## config.mk

```make
export PLATFORM = sky130hd
export DESIGN_NAME = v1_trap_sequencer
export DESIGN_NICKNAME = d
export VERILOG_FILES = /design/src/rtl/v1_trap_sequencer.sv
export SDC_FILE = /design/constraint.sdc
export NUM_CORES = 1
export LEC_CHECK = 0
export ABC_AREA = 1
export CAP_MARGIN = 40
export CORE_AREA = 2 2 138 140
export CTS_BUF_LIST = sky130_fd_sc_hd__clkbuf_8
export DETAILED_ROUTE_END_ITERATION = 16
export DIE_AREA = 0 0 140 142
export PLACE_DENSITY_LB_ADDON = 0.05
export REMOVE_ABC_BUFFERS = 1
export SYNTH_ARGS = -nofsm -noshare
export SYNTH_HDL_FRONTEND = slang
export SYNTH_SLANG_ARGS = --single-unit
```

## constraint.sdc

```tcl
create_clock -name clk -period 4.3 [get_ports clk]
set_input_delay 0.86 -clock clk [delete_from_list [all_inputs] [get_ports clk]]
set_output_delay 0.86 -clock clk [all_outputs]
set_load 0.01 [all_outputs]
```

## src/rtl/v1_trap_sequencer.sv

```systemverilog
// v1_trap_sequencer: run controller for the trapezoidal shaping filter.
// It drives the filter reset and flushes the delay line before each
// acquisition. It triggers on the shaped output and samples the amplitude
// mid flat-top. It flags pile-up and presents each event on a
// valid/ready output slot.
// Ports:
//   clk, reset (sync, active-low)    clock and reset
//   cfg_enable, cfg_threshold        run control and signed trigger level
//   flt_data                         signed filter output, one sample per clk
//   flt_reset_n                      active-low reset driven to the filter
//   evt_valid/evt_ready              event handshake
//   evt_amp, evt_time, evt_pileup    event payload
//   busy                             in FLUSH, RISE or TAIL
//   drop_cnt                         saturating count of events lost to a full slot
module v1_trap_sequencer #(
  parameter int FLT_W    = 16,
  parameter int K        = 10,
  parameter int L        = 20,
  parameter int PEAK_DLY = 15,
  parameter int TS_W     = 32,
  parameter int CNT_W    = 16
) (
  input  logic             clk,
  input  logic             reset,
  input  logic             cfg_enable,
  input  logic [FLT_W-1:0] cfg_threshold,
  input  logic [FLT_W-1:0] flt_data,
  output logic             flt_reset_n,
  output logic             evt_valid,
  input  logic             evt_ready,
  output logic [FLT_W-1:0] evt_amp,
  output logic [TS_W-1:0]  evt_time,
  output logic             evt_pileup,
  output logic             busy,
  output logic [CNT_W-1:0] drop_cnt
);

  localparam int FLUSH_LEN = K + L + 2;
  localparam int CW        = $clog2(FLUSH_LEN + 1);
  localparam int TAIL_LEN  = K + L - PEAK_DLY;

  typedef enum logic [2:0] {IDLE, FLUSH, ARMED, RISE, TAIL} state_t;

  state_t state, state_nxt;

  logic [CW-1:0]    cnt;
  logic [TS_W-1:0]  ts_cnt;
  logic [TS_W-1:0]  ts;
  logic [FLT_W-1:0] thr_lat;
  logic [FLT_W-1:0] amp;
  logic             pu;
  logic             prev_above;

  logic             above;
  logic             crossing;
  logic             tail_over;
  logic             pu_nxt;
  logic             win_end;
  logic             load;
  logic [FLT_W:0]   amp_thr;

  // Trigger / re-crossing comparison against the threshold latched at arm time.
  assign above    = $signed(flt_data) > $signed(thr_lat);
  assign crossing = above && !prev_above;

  // Amplitude plus threshold is formed one bit wider so it cannot wrap.
  assign amp_thr   = $signed({amp[FLT_W-1], amp}) + $signed({thr_lat[FLT_W-1], thr_lat});
  assign tail_over = (state == TAIL) &&
                     ($signed({flt_data[FLT_W-1], flt_data}) > $signed(amp_thr));

  // Includes the current sample so the last window cycle still counts.
  assign pu_nxt  = pu | (((state == RISE) || (state == TAIL)) && crossing) | tail_over;
  assign win_end = (state == TAIL) && (cnt == CW'(TAIL_LEN - 1));
  assign load    = win_end && cfg_enable;

  always_comb begin
    state_nxt   = state;
    flt_reset_n = 1'b0;
    busy        = 1'b0;
    case (state)
      IDLE: begin
        if (cfg_enable) state_nxt = FLUSH;
      end
      FLUSH: begin
        busy = 1'b1;
        if (cnt == CW'(FLUSH_LEN - 1)) state_nxt = ARMED;
      end
      ARMED: begin
        flt_reset_n = 1'b1;
        if (above) state_nxt = RISE;
      end
      RISE: begin
        flt_reset_n = 1'b1;
        busy        = 1'b1;
        if (cnt == CW'(PEAK_DLY - 1)) state_nxt = TAIL;
      end
      TAIL: begin
        flt_reset_n = 1'b1;
        busy        = 1'b1;
        if (win_end) state_nxt = FLUSH;
      end
      default: state_nxt = IDLE;
    endcase
    // Disabling aborts from any state; the output slot is left alone.
    if (!cfg_enable) state_nxt = IDLE;
  end

  always_ff @(posedge clk) begin
    if (!reset) begin
      state      <= IDLE;
      cnt        <= '0;
      ts_cnt     <= '0;
      ts         <= '0;
      thr_lat    <= '0;
      amp        <= '0;
      pu         <= 1'b0;
      prev_above <= 1'b0;
      evt_valid  <= 1'b0;
      evt_amp    <= '0;
      evt_time   <= '0;
      evt_pileup <= 1'b0;
      drop_cnt   <= '0;
    end else begin
      state  <= state_nxt;
      ts_cnt <= ts_cnt + 1'b1;

      // cnt restarts on every state entry and only runs in timed states.
      if (state_nxt != state)
        cnt <= '0;
      else if ((state == FLUSH) || (state == RISE) || (state == TAIL))
        cnt <= cnt + 1'b1;

      if ((state == FLUSH) && (state_nxt == ARMED))
        thr_lat <= cfg_threshold;

      if ((state == ARMED) && (state_nxt == RISE)) begin
        ts         <= ts_cnt;
        pu         <= 1'b0;
        prev_above <= 1'b1;
      end

      if ((state == RISE) || (state == TAIL)) begin
        prev_above <= above;
        pu         <= pu_nxt;
      end

      if ((state == RISE) && (cnt == CW'(PEAK_DLY - 1)))
        amp <= flt_data;

      // Output slot: a load may fall through an accept in the same cycle.
      if (load) begin
        if (!evt_valid || evt_ready) begin
          evt_valid  <= 1'b1;
          evt_amp    <= amp;
          evt_time   <= ts;
          evt_pileup <= pu_nxt;
        end else if (drop_cnt != {CNT_W{1'b1}}) begin
          drop_cnt <= drop_cnt + 1'b1;
        end
      end else if (evt_valid && evt_ready) begin
        evt_valid <= 1'b0;
      end
    end
  end

endmodule

```

Word level (Yosys, flattened, before mapping)

Index checks and enable logic that the tools add are counted.

Add/subtract/negate cells: 4
$mul: 0
Div/mod/pow operators: 0
Magnitude comparators: 2
Equality and inequality tests: 11
Shifts and indexed selects: 0
Mux-type cells: 15
Bitwise logic cells: 4
Reduce and logical (&&, ||, !) cells: 24

Operator list:

| operator                                       | count |
|---|---|
| adder 32 x 1 -> 32 bit (second input constant) | 1 |
| adder 16 x 16 -> 17 bit                        | 1 |
| > comparator 16 x 17 -> 1 bit                  | 1 |
| adder 16 x 1 -> 16 bit (second input constant) | 1 |
| > comparator 16 bit                            | 1 |
| != test 16 bit (second input constant)         | 1 |
| two-way mux 3 bit                              | 5 |
| one-hot mux 3 bit (5 select lines)             | 1 |
| == test 3 x 2 -> 1 bit (second input constant) | 4 |
| logical AND 1 bit                              | 9 |
| two-way mux 1 bit                              | 9 |
| adder 6 x 1 -> 6 bit (second input constant)   | 1 |
| == test 6 x 4 -> 1 bit (second input constant) | 1 |
| == test 6 x 5 -> 1 bit (second input constant) | 1 |
| OR reduction 3 bit                             | 2 |
| logical OR 1 bit                               | 4 |
| AND reduction 2 bit                            | 2 |
| nonzero test 2 bit                             | 2 |
| == test 3 x 1 -> 1 bit (second input constant) | 1 |
| == test 3 bit (second input constant)          | 1 |
| logical NOT 3 bit                              | 1 |
| != test 3 bit                                  | 1 |
| AND reduction 3 bit                            | 1 |
| logical NOT 1 bit                              | 2 |
| other kinds (4)                                | 6 |

Flip-flop bits (word level): 173
Bits in latches: 0
Memory bits (writable): 0
Memory bits (read-only): 0
Bits of input ports: 36
Output and inout bits: 68
Logic and storage cells: 73
Memories kept: 0

Longest topological paths before layout

Depth in word-level cells: 9
Depth in mapped cells: 26
Depth with buffers taken out: 26

Least setup slack after synthesis

No wires, ideal clock.

Path type: register to register
From: register thr_lat[0]
To: register evt_pileup
Library setup time: 0.115 ns
Data arrival time: 3.047 ns
Required time: 4.185 ns
Path slack: 1.137 ns
Cell stages (with the launch flop): 27
Path buffers: 0
Clock period less this slack: 3.163 ns
Cell sequence: dfxtp_1 ha_1 inv_1 fa_1 nor2_1 o21ai_0 nand2_1 nand2_1 a21oi_1 nand2_1 nand2_1 nand2_1 nand2_1 nand3_1 nand2_1 xnor2_1 ha_1 nand2_1 nor2_1 and2_1 nand4_1 nand3_1 nand2_1 nand3_1 nand3b_1 o21ai_0 inv_1

Cells in the longest elaborated chain, start to end: 5
Elaborated cells on any way between the ends: 8
Classes of those cells: 1 x add/sub; 2 x order compare; 2 x bitwise; 3 x reduce/logical

RTL lines:

| what                                                                            | RTL line | source |
|---|---|---|
| from (decl)                                                                     | 49       | `logic [FLT_W-1:0] thr_lat;` |
| from (signal assigned)                                                          | 134      | `thr_lat <= cfg_threshold;` |
| parallel branches: the longest is 4 deep, another holds adder 16 x 16 -> 17 bit | --       |  |
| bitwise OR 1 bit *                                                              | 72       | `assign pu_nxt = pu \| (((state == RISE) \|\| (state == TAIL)) && crossing) \| tail_over;` |
| to (signal assigned)                                                            | 156      | `evt_pileup <= pu_nxt;` |
| to (decl)                                                                       | 33       | `output logic evt_pileup,` |

Every way passes the cells marked *.
A chain may end at the register's enable or synchronous reset.

Worst setup path in the final report

Ends and elaborated chain as after synthesis.

==> report_table.html <==
<table>
<tr><th>Metric</th><th>Value</th></tr>
<tr><th colspan="2">Timing</th></tr>
<tr><td>Worst setup slack after layout</td><td>731 ps</td></tr>
<tr><td>Final max-slew violation count</td><td>0</td></tr>
<tr><td>RSZ-0062 raised after global routing</td><td>no</td></tr>
<tr><td>Final sum of negative setup slack</td><td>0 ps</td></tr>
<tr><td>Post-route fraction of the period consumed by the critical path</td><td>0.830</td></tr>
<tr><td>Headroom to the max-slew limit</td><td>0.556</td></tr>
<tr><td>Setup violation total in the final timing report</td><td>0</td></tr>
<tr><td>Actual transition at the worst max-transition pin</td><td>665 ps</td></tr>
<tr><td>Final critical delay including setup and external delays</td><td>between 3000 and 4000 ps</td></tr>
<tr><td>Timing-limited maximum frequency</td><td>around 0.28 GHz</td></tr>
<tr><td>Hold Vio Cnt, Final</td><td>0</td></tr>
<tr><td>Worst-case clock skew</td><td>~10 ps</td></tr>
<tr><th colspan="2">Routing</th></tr>
<tr><td>DRC violation count after routing</td><td>7</td></tr>
<tr><td>Average wire length per cell after detail routing</td><td>approximately 13 µm</td></tr>
<tr><td>Detailed Route Iter0 Violations</td><td>378</td></tr>
<tr><td>Average vias per placed instance</td><td>between 4 and 5</td></tr>
<tr><td>Detailed-routing iteration count for the pre-antenna-repair pass</td><td>10</td></tr>
<tr><td>DRT antenna net count</td><td>0</td></tr>
<tr><td>Total wirelength of the detailed-routed design</td><td>slightly below 20000 µm</td></tr>
<tr><td>Total number of vias</td><td>between 7000 and 8000</td></tr>
<tr><th colspan="2">Layout</th></tr>
<tr><td>Nets</td><td>about 1300</td></tr>
<tr><td>Share of layout cells above drive strength 1</td><td>0.0559</td></tr>
<tr><td>Number of diodes added for antenna fixing</td><td>0</td></tr>
<tr><td>Area Overhead vs Synth</td><td>19.3%</td></tr>
<tr><th colspan="2">Global route</th></tr>
<tr><td>Global-route wire length before repair</td><td>32800 µm</td></tr>
<tr><td>GR Layer Usage met2</td><td>0.321</td></tr>
<tr><td>Number of antenna violations at the first check in global routing</td><td>0</td></tr>
<tr><td>Largest net degree at the start of global routing</td><td>between 90 and 100</td></tr>
<tr><td>Via count of the first global-routing pass</td><td>6944</td></tr>
<tr><td>M3 GR Usage</td><td>0.0363</td></tr>
<tr><td>Top Usage Layer GRT</td><td>met2</td></tr>
<tr><td>Overall global routing resource usage</td><td>0.201</td></tr>
<tr><td>GRT met1 Usage</td><td>0.280</td></tr>
<tr><td>Overall overflow remaining after global route</td><td>0</td></tr>
<tr><th colspan="2">Pwr</th></tr>
<tr><td>VDD IR-drop max</td><td>slightly above 200 µV</td></tr>
<tr><td>Overall power</td><td>between 2 and 3 mW</td></tr>
<tr><td>Power per cell area</td><td>~280 mW/mm²</td></tr>
<tr><td>Leakage power</td><td>around 4.2 nW</td></tr>
<tr><th colspan="2">Placement</th></tr>
<tr><td>Worst setup timing slack at the placement stage</td><td>743 ps</td></tr>
<tr><td>Port buffer count</td><td>103</td></tr>
<tr><td>Detail Placement HPWL</td><td>around 13000 µm</td></tr>
<tr><td>Placer's final routability congestion estimate</td><td>approximately 0.86</td></tr>
<tr><th colspan="2">Clock network</th></tr>
<tr><td>CTS tree</td><td>built</td></tr>
<tr><td>Latest clock arrival within the worst-skew pair</td><td>470 ps</td></tr>
<tr><td>Count of clock tree sinks</td><td>173</td></tr>
<tr><td>Clock slew seen by the registers of the worst setup and hold paths</td><td>around 100 ps</td></tr>
<tr><td>Number of buffers inserted during clock tree synthesis</td><td>17</td></tr>
<tr><td>Number of buffers inserted to repair setup after CTS</td><td>0</td></tr>
<tr><td>H-tree depth reported by CTS</td><td>4</td></tr>
<tr><td>CTS Root Buffer Type</td><td>sky130_fd_sc_hd__clkbuf_8</td></tr>
<tr><td>Number of hold buffers added after cts</td><td>0</td></tr>
<tr><td>CTS max path bufs</td><td>2</td></tr>
<tr><td>Post-CTS resize count</td><td>0</td></tr>
<tr><th colspan="2">Setup path</th></tr>
<tr><td>Crit Path Category</td><td>reg -&gt; reg</td></tr>
<tr><td>Critical Path Fanout Max</td><td>3</td></tr>
<tr><td>Worst Setup Start Kind</td><td>flop</td></tr>
<tr><td>Worst endpoint required time</td><td>4670 ps</td></tr>
<tr><td>CP delay by family, top</td><td>simple AND/OR/NAND/NOR gates</td></tr>
<tr><td>Number of stages on the worst setup path</td><td>26</td></tr>
<tr><td>Critical Path AT</td><td>between 3000 and 4000 ps</td></tr>
<tr><td>Peak per-stage delay on the critical path</td><td>approximately 400 ps</td></tr>
<tr><td>Critical path capture point type</td><td>flop</td></tr>
<tr><td>Reg2Reg Depth</td><td>26</td></tr>
<tr><td>Slowest library cell on the worst path</td><td>sky130_fd_sc_hd__fa_1</td></tr>
<tr><td>Most repeated library cell on the critical path</td><td>sky130_fd_sc_hd__nand2_1</td></tr>
<tr><td>Buffering stage count on the worst path with inverters included</td><td>2</td></tr>
<tr><th colspan="2">Floorplanning</th></tr>
<tr><td>Floorplan die width</td><td>140 µm</td></tr>
<tr><td>Placement row count</td><td>50</td></tr>
<tr><td>Starting density of the core</td><td>0.460</td></tr>
<tr><td>Standard cell core area</td><td>0.0185 mm²</td></tr>
<tr><td>Area of the die</td><td>roughly 0.020 mm²</td></tr>
<tr><td>Height of the chip</td><td>around 140 µm</td></tr>
<tr><td>Ports placed on the boundary</td><td>around 100</td></tr>
<tr><th colspan="2">Worst hold path</th></tr>
<tr><td>Hold Crit Depth</td><td>2</td></tr>
<tr><td>Hold/Removal Path Class</td><td>reg -&gt; reg</td></tr>
<tr><th colspan="2">Synth</th></tr>
<tr><td>Synthesis-stage register bit count</td><td>about 170</td></tr>
<tr><td>Sequential element share of the synthesized area</td><td>0.408</td></tr>
<tr><td>Synthesized area divided by synthesized cell count</td><td>approximately 7.3 µm²</td></tr>
<tr><td>Number of synthesized flops with an enable pin</td><td>0</td></tr>
<tr><td>Async set-or-reset flop fraction in the synthesized netlist</td><td>0</td></tr>
<tr><td>Main flop type after synthesis</td><td>sky130_fd_sc_hd__dfxtp_1</td></tr>
<tr><td>Cells after synthesis</td><td>roughly 1200</td></tr>
<tr><td>Synthesized cell area</td><td>around 0.0085 mm²</td></tr>
<tr><td>Synthesis Warnings</td><td>0</td></tr>
<tr><td>Unique masters post-synth</td><td>44</td></tr>
<tr><th colspan="2">Status</th></tr>
<tr><td>Violated checks</td><td>DRC</td></tr>
<tr><td>Status</td><td>finished, violations left</td></tr>
<tr><th colspan="2">Run</th></tr>
<tr><td>Count of max-cap constraint violations</td><td>0</td></tr>
</table>
[per-layer routing]
metal / routed length (µm) / vias to the layer above
li1: - / 3973
met1: 9780 / 3296
met2: 8300 / 139
met3: 905 / 18
met4: 247 / 0
met5: 0 / -
[power breakdown]
part           switching (mW)  total [mW]  internal (mW)
Combinational          0.0770       0.141         0.0641
Sequential            0.00432        1.61           1.60
Clock                   0.635        1.12          0.486
Total                   0.717        2.87           2.15
[cell families (layout without fill, tap and decap cells)]
group	after synthesis	in the layout	synth area share
adder cells (fa/ha/maj)	54	54	0.0805
AND/OR/NAND/NOR	502	502	0.262
buffers and inverters	171	275	0.0770
AO/OA/AOI/OAI	245	245	0.150
XOR/XNOR	22	22	0.0227
flip-flops	173	173	0.408
[area by class of cell]
class	instances	area (µm²)
fillers	1842	8330
repair buffers	111	1110
clock inverters	14	139
inverters	132	495
flip-flops and latches	173	3460
multi-input cells	823	4380
well taps	234	293
clock buffers	18	248
[layout by cell type, fill, tap and decap left out, drive strengths merged, types with 3 or more instances in the layout]
| master | synthesis | layout |
|---|---|---|
| nor3 | 24 | 24 |
| clkdlybuf4s50 | 0 | 102 |
| xnor2 | 11 | 11 |
| buf | 8 | 9 |
| clkinvlp | 0 | 3 |
| o21ai | 114 | 114 |
| inv | 132 | 139 |
| nand4 | 22 | 22 |
| nand3b | 3 | 3 |
| nor4 | 4 | 4 |
| nor2 | 212 | 212 |
| a31oi | 3 | 3 |
| clkinv | 0 | 3 |
| dfxtp | 173 | 173 |
| xor2 | 11 | 11 |
| ha | 53 | 53 |
| o21a | 7 | 7 |
| nor3b | 4 | 4 |
| a21oi | 112 | 112 |
| nand3 | 33 | 33 |
| clkbuf | 31 | 18 |
| nand2 | 195 | 195 |
[through the flow]
stage	instance area, µm²	hold WS (ps)	util	instances
3_5_place_dp	9740	439	0.528	1473
6_report	10100	458	0.548	1505
5_1_grt	10100	477	0.548	1505
3_3_place_gp	9710	441	0.526	1472
2_1_floorplan	8330	429	-	1128
4_1_cts	10100	460	0.548	1505
[state kept, by name, summed over array words and instances (netlist names), 3 cells and up]
| register | count |
|---|---|
| evt_time | 32 |
| ts | 32 |
| ts_cnt | 32 |
| amp | 16 |
| drop_cnt | 16 |
| evt_amp | 16 |
| thr_lat | 16 |
| cnt | 6 |
| state | 3 |
[synthesized netlist by cell type (7+ instances only)]
cell	n	share of area
sky130_fd_sc_hd__a21oi_1	112	0.066
sky130_fd_sc_hd__clkbuf_1	31	0.014
sky130_fd_sc_hd__dfxtp_1	173	0.41
sky130_fd_sc_hd__ha_1	53	0.078
sky130_fd_sc_hd__inv_1	128	0.057
sky130_fd_sc_hd__nand2_1	192	0.085
sky130_fd_sc_hd__nand3_1	28	0.017
sky130_fd_sc_hd__nand4_1	21	0.015
sky130_fd_sc_hd__nor2_1	199	0.088
sky130_fd_sc_hd__nor2_4	7	0.0093
sky130_fd_sc_hd__nor3_1	21	0.012
sky130_fd_sc_hd__o21a_1	7	0.0062
sky130_fd_sc_hd__o21ai_0	110	0.065
sky130_fd_sc_hd__xnor2_1	11	0.011
sky130_fd_sc_hd__xor2_1	11	0.011
[worst paths after layout]
check                          startpoint  slack [ps]                         to
setup / recovery  thr_lat[0]$_SDFFE_PN0P_         730    evt_pileup$_SDFFE_PN0P_
hold / removal        ts[22]$_SDFFE_PN0P_         460  evt_time[22]$_SDFFE_PN0P_
setup reg to reg  thr_lat[0]$_SDFFE_PN0P_         730    evt_pileup$_SDFFE_PN0P_
hold reg to reg       ts[22]$_SDFFE_PN0P_         460  evt_time[22]$_SDFFE_PN0P_
[worst reg2reg max path: cells and delay by family, from the launching register on]
kind                     cells  cell delay, ps
AND/OR/NAND/NOR             17            1560
adder cells (fa/ha/maj)      3             860
AO/OA/AOI/OAI                3             530
flip-flops                   1             370
buffers and inverters        2             110
XOR/XNOR                     1              70
Power figures use the tool's default switching activity.
